<file path="src/rtl/iobuf_hd_seq_if.sv">
// iobuf_hd_seq_if: core handshake and pad-buffer signals of the half-duplex pad sequencer
interface iobuf_hd_seq_if #(parameter int DATA_W = 8);
  logic [DATA_W-1:0] tx_data;
  logic              tx_valid;
  logic              tx_ready;
  logic [DATA_W-1:0] rx_data;
  logic              rx_valid;
  logic              busy;
  logic              pad_i;
  logic              pad_t;
  logic              pad_o;
  modport master (output tx_data, tx_valid, pad_o, input tx_ready, rx_data, rx_valid, busy, pad_i, pad_t);
  modport slave  (input tx_data, tx_valid, pad_o, output tx_ready, rx_data, rx_valid, busy, pad_i, pad_t);
endinterface

</file>
<file path="src/rtl/iobuf_hd_seq.sv">
// iobuf_hd_seq: drives a word out on a bidirectional pad, turns the bus around and captures the reply word
module iobuf_hd_seq #(
  parameter int DATA_W   = 8,
  parameter int BIT_CYC  = 4,
  parameter int TURN_CYC = 2
) (
  input logic            clk,
  input logic            rst_n,
  iobuf_hd_seq_if.slave  bus
);
  localparam int MX = (BIT_CYC > TURN_CYC) ? ((BIT_CYC > DATA_W) ? BIT_CYC : DATA_W)
                                           : ((TURN_CYC > DATA_W) ? TURN_CYC : DATA_W);
  localparam int CW = $clog2(MX);
  typedef enum logic [2:0] {IDLE, DRIVE, TURN1, RECV, TURN2} state_t;
  state_t            state, state_nx;
  logic [CW-1:0]     cnt, cnt_nx, idx, idx_nx;
  logic [DATA_W-1:0] tx_sr, tx_nx, rx_sr, rx_nx;
  logic              bit_end, turn_end, last_bit, mid;
  assign bus.tx_ready = state == IDLE;
  assign bus.busy     = state != IDLE;
  // next state, counters and shift registers; counters restart on every state change
  always_comb begin
    state_nx = state;
    cnt_nx   = cnt + CW'(1);
    idx_nx   = idx;
    tx_nx    = tx_sr;
    rx_nx    = rx_sr;
    bit_end  = cnt == CW'(BIT_CYC - 1);
    turn_end = cnt == CW'(TURN_CYC - 1);
    last_bit = idx == CW'(DATA_W - 1);
    mid      = cnt == CW'(BIT_CYC / 2);
    case (state)
      IDLE: begin
        cnt_nx = '0;
        idx_nx = '0;
        if (bus.tx_valid) begin
          state_nx = DRIVE;
          tx_nx    = bus.tx_data;
        end
      end
      DRIVE: if (bit_end) begin
        cnt_nx   = '0;
        idx_nx   = last_bit ? '0 : idx + CW'(1);
        tx_nx    = tx_sr << 1;
        state_nx = last_bit ? TURN1 : DRIVE;
      end
      TURN1: if (turn_end) begin
        cnt_nx   = '0;
        state_nx = RECV;
      end
      RECV: begin
        if (mid) rx_nx = DATA_W'({rx_sr, bus.pad_o});
        if (bit_end) begin
          cnt_nx   = '0;
          idx_nx   = last_bit ? '0 : idx + CW'(1);
          state_nx = last_bit ? TURN2 : RECV;
        end
      end
      TURN2: if (turn_end) begin
        cnt_nx   = '0;
        state_nx = IDLE;
      end
      default: state_nx = IDLE;
    endcase
  end
  // state and datapath registers; pad controls are registered from the next state so they never glitch
  always_ff @(posedge clk or negedge rst_n) begin
    if (!rst_n) begin
      state        <= IDLE;
      cnt          <= '0;
      idx          <= '0;
      tx_sr        <= '0;
      rx_sr        <= '0;
      bus.rx_data  <= '0;
      bus.rx_valid <= 1'b0;
      bus.pad_t    <= 1'b1;
      bus.pad_i    <= 1'b1;
    end else begin
      state        <= state_nx;
      cnt          <= cnt_nx;
      idx          <= idx_nx;
      tx_sr        <= tx_nx;
      rx_sr        <= rx_nx;
      bus.rx_valid <= state == RECV && state_nx == TURN2;
      if (state == RECV && state_nx == TURN2) bus.rx_data <= rx_nx;
      bus.pad_t    <= state_nx != DRIVE;
      bus.pad_i    <= state_nx != DRIVE || tx_nx[DATA_W-1];
    end
  end
endmodule
</file>
<file path="src/flat_wrapper.sv">
// flat-port wrapper written by rule: the top's interface ports become plain ports
module iobuf_hd_seq_flat 
#(
  parameter int DATA_W   = 8,
  parameter int BIT_CYC  = 4,
  parameter int TURN_CYC = 2
)
  (clk, rst_n, bus_tx_data, bus_tx_valid, bus_pad_o, bus_tx_ready, bus_rx_data, bus_rx_valid, bus_busy, bus_pad_i, bus_pad_t);
  iobuf_hd_seq_if #(.DATA_W(DATA_W)) bus_i ();
  input logic clk;
  input logic rst_n;
  input wire logic [$bits(bus_i.tx_data)-1:0] bus_tx_data;
  input wire logic [$bits(bus_i.tx_valid)-1:0] bus_tx_valid;
  input wire logic [$bits(bus_i.pad_o)-1:0] bus_pad_o;
  output wire logic [$bits(bus_i.tx_ready)-1:0] bus_tx_ready;
  output wire logic [$bits(bus_i.rx_data)-1:0] bus_rx_data;
  output wire logic [$bits(bus_i.rx_valid)-1:0] bus_rx_valid;
  output wire logic [$bits(bus_i.busy)-1:0] bus_busy;
  output wire logic [$bits(bus_i.pad_i)-1:0] bus_pad_i;
  output wire logic [$bits(bus_i.pad_t)-1:0] bus_pad_t;
  assign bus_i.tx_data = bus_tx_data;
  assign bus_i.tx_valid = bus_tx_valid;
  assign bus_i.pad_o = bus_pad_o;
  assign bus_tx_ready = bus_i.tx_ready;
  assign bus_rx_data = bus_i.rx_data;
  assign bus_rx_valid = bus_i.rx_valid;
  assign bus_busy = bus_i.busy;
  assign bus_pad_i = bus_i.pad_i;
  assign bus_pad_t = bus_i.pad_t;
  iobuf_hd_seq #(.DATA_W(DATA_W), .BIT_CYC(BIT_CYC), .TURN_CYC(TURN_CYC)) u_core (.clk(clk), .rst_n(rst_n), .bus(bus_i));
endmodule
</file>
<file path="config.mk">
export PLATFORM = sky130hd
export DESIGN_NAME = iobuf_hd_seq_flat
export DESIGN_NICKNAME = d
export VERILOG_FILES = /design/src/rtl/iobuf_hd_seq_if.sv /design/src/rtl/iobuf_hd_seq.sv /design/src/flat_wrapper.sv
export SDC_FILE = /design/constraint.sdc
export NUM_CORES = 1
export LEC_CHECK = 0
export BUFFER_PORTS_ARGS = -buffer_cell sky130_fd_sc_hd__buf_2
export CAP_MARGIN = 20
export CORE_MARGIN = 2
export CORE_UTILIZATION = 50
export CTS_CLUSTER_DIAMETER = 150
export CTS_CLUSTER_SIZE = 12
export DETAILED_ROUTE_END_ITERATION = 7
export HOLD_SLACK_MARGIN = 0.15
export PLACE_DENSITY = 0.77
export RECOVER_POWER = 100
export SYNTH_ARGS = -nofsm -noshare
export SYNTH_HDL_FRONTEND = slang
export SYNTH_SLANG_ARGS = --single-unit
</file>
<file path="constraint.sdc">
create_clock -name clk -period 1.7 [get_ports clk]
set_input_delay 0.255 -clock clk [delete_from_list [all_inputs] [get_ports clk]]
set_output_delay 0.255 -clock clk [all_outputs]
set_load 0.02 [all_outputs]
</file>
==> metrics.md <==
| Metric | Value |
|---|---|
| Status | `finished with violations` |
| Failing checks | `negative setup slack` |
| Peak Freq | `575.2 MHz` |
| Final design utilization | `69.66%` |
| Finished Cell Area | `2361 um^2` |
| Number of global-route vias before repair | `1520` |
| Placed Instances | `241` |
| IO Port Bufs | `24` |
| Main area contributors after synthesis | `dfrtp_1 (47%), mux2_4 (6.7%), ha_1 (6.3%), mux2_2 (5.0%), o21ai_0 (3.3%)` |
| Static leakage | `1.161 nW` |
| Synth top area share | `47.42%` |
| Most frequent CP cell | `ha_1` |
| Final Hold Vio Count | `0` |
| CP max stage delay | `0.41 ns` |
| First-pass GRT wire length | `7196 um` |
| CTS tree | `done` |
| Avg Cell Area, Syn | `11.36 um^2` |
| Placer Congestion | `roughly 0.86` |
| Yosys top cell by area | `dfrtp_1` |
| Aggregate global-route resource usage | `about a quarter` |
| Minimum clock period | `1.739 ns` |
| Worst Path Max Fanout | `5` |
| Worst Setup Slack, final | `-0.03860 ns` |
| WS Path Type | `reg -> reg` |
| Initial Util | `52.93%` |
| Skew final | `0.006563 ns` |
| Chip Width | `63.91 um` |
| Async S/R FF share, synth | `between 90% and 100%` |
| Final ANT Viol Nets | `0` |
| DRT Pass-1 Iters | `4` |
| Clk buf depth | `2` |
| Critical Path RT | `1.95 ns` |
| Part of the cycle the worst path needs | `102.3%` |
| Initial antenna violation count | `0` |
| Worst-path cell with the longest stage delay | `dfrtp_1` |
| Number of remaining DRC errors | `0` |
| I/O pin count | `25` |
| Total negative setup slack | `-0.1922 ns` |
| Die Y | `63.91 um` |
| Worst hold path class | `in -> reg` |
| Total CTS buffers | `5` |
| DP Area | `2082 um^2` |
| WP buf/inv | `1` |
| DR vias | `1454` |
| Layout area overhead | `31.59%` |
| Die area | `4084 um^2` |
| Primary FF master, synth | `dfrtp_1` |
| DRT iter0 DRCs | `38` |
| Syn nets | `179` |
| Sequential-to-total area share from yosys stat | `50.35%` |
| Wirelength, routed | `roughly 4300 um` |
| Final nets | `240` |
| Worst-Skew Late Latency | `between 0.3 and 0.4 ns` |
| Core Area | `approximately 3400 um^2` |
| Startpoint Class | `register` |
| Crit. End Element | `register` |
| Site Rows | `21` |
| RSZ-0062 raised after global routing | `true` |
| Slew headroom | `between 40% and 50%` |
| Top-count cell post-synth | `dfrtp_1` |
| PwrDens | `1221 nW/um^2` |
| Worst-Margin Slew | `0.8900 ns` |
| Worst EP arrival | `between 1.5 and 2 ns` |
| Post-synth EDFFs | `0` |
| Largest net degree at the start of global routing | `37` |
| Crit-path cells | `ha_1 -> ha_1 -> and3_2 -> nand3_4 -> clkinv_4 -> mux2_4` |
| Vias per inst | `5.466` |
| Mapped Area | `1794 um^2` |
| Final Non-Filler Cells | `266` |
| Fill cells | `236` |
| Drt wl/cell | `16.31 um` |
| Clk slew on worst S/H paths | `0.12 ns` |
| HPWL Detailed | `2763 um` |
| Setup violators final | `9` |
| ANT cells | `0` |
| Total grt overflow | `0` |
| Layout cells sized above 1 | `37.73%` |
| Unique cell type count in the Yosys netlist | `39` |
| Commonest cells post-synth | `dfrtp_1 (34), inv_1 (15), o21ai_0 (12)` |
| Peak supply drop | `about 0.82 mV` |
| CP delay by family, top | `adder cells` |
| H-tree Lvls | `2` |
| YS warnings | `0` |
| Clock Tree Root | `clkbuf_4` |
| Synthesis-stage register bit count | `36` |
| Max-slew violation count | `0` |
| Cell count after synthesis | `158` |
| Max cap viols | `0` |
| Sink Count | `36` |
worst min-delay path: stages:
cell and delay, ns:
buf_2 0.08, a22oi_1 0.07, o21ai_1 0.07
registers in the layout (all words and copies together), names as in the netlist:
register / flops
u_core.bus.pad_i: 1
u_core.bus.pad_t: 1
u_core.bus.rx_data: 8
u_core.bus.rx_valid: 1
u_core.cnt: 3
u_core.idx: 3
u_core.rx_sr: 8
u_core.state: 3
u_core.tx_sr: 8
path summary, 6_finish.rpt:
kind	cells after the start	start	endpoint	slack [ns]
max in group asynchronous	2	rst_n	u_core.state[0]	0.53
min	3	bus_tx_data[6]	u_core.tx_sr[6]	0.16
max reg2reg	6	u_core.idx[0]	u_core.bus.rx_data[4]	-0.04
max	6	u_core.idx[0]	u_core.bus.rx_data[4]	-0.04
min in group asynchronous	2	rst_n	u_core.cnt[0]	0.54
min reg2reg	1	u_core.bus.rx_data[2]	u_core.bus.rx_data[2]	0.52
kinds of logic (layout without fill, tap and decap cells):
logic type      count (synthesis)  after routing  synth area share [%]
simple gates                   37             37                 12.41
mux                            18             18                 12.83
buf+inv                        22             84                 5.578
fa+ha+maj                       9              9                 6.276
flops                          36             36                 50.35
compound gates                 36             36                 12.55
power breakdown:
part           total [mW]  switching, mW  internal, mW
clock               0.472          0.313         0.159
combinational        1.24          0.622         0.618
sequential           1.17          0.128          1.04
area by class of cell:
cell class	count	area (um^2)	share of cell area (%)
clock buffer	5	37.54	1.590
inverter	16	67.56	2.862
tap	46	57.56	2.438
timing repair inverter	1	8.758	0.3710
clock inverter	3	18.77	0.7949
timing repair buffer	59	396.6	16.80
sequential	36	905.9	38.37
multi-input combinational	100	868.3	36.78
per-stage QoR:
step	total power, mW	setup slack (ns)	hold slack [ns]
finish	2.883	-0.03860	0.1641
global route	3.079	-0.06638	0.1874
CTS	2.746	-0.01775	0.1596
detailed placement	2.163	-0.06729	0.3799
global placement	2.094	0.01069	0.3582
floorplan	1.782	0.008497	-0.04059
what timing repair did:
action                                 CTS  global route
gates resized for setup                 12            20
buffers inserted                         2             6
pin swaps                                4             5
endpoints found under the hold margin   41             0
setup endpoints to repair               13            23
gates cloned                             1             0
hold buffers                             8             0
routing by layer:
| layer | wire, um | share of wire [%] | vias up | GRT usage (%) |
|---|---|---|---|---|
| li1 | - | - | 665 | - |
| met5 | 0 | 0 | - | 0 |
| met2 | 2233 | 51 | 53 | 38.41 |
| met3 | 205 | 4.7 | 14 | 4.930 |
| met1 | 1765 | 41 | 722 | 28.64 |
| met4 | 135 | 3.1 | 0 | 12.23 |
placed cells by master, fill, tap and decap left out, types with 3 or more instances in the layout:
master         instances
a21oi_1                7
a22oi_1                6
buf_2                 12
buf_4                 25
clkbuf_1              11
clkbuf_4               5
clkinv_4               3
dfrtp_1               32
dlygate4sd3_1          8
ha_1                   5
ha_4                   3
inv_1                 14
mux2_1                 4
mux2_2                 3
mux2_4                 9
nand2_1                8
nand2b_1               3
nor2_1                 5
nor2b_1                5
o21ai_0                5
o21ai_1                5
(Power assumes the default switching activity.)
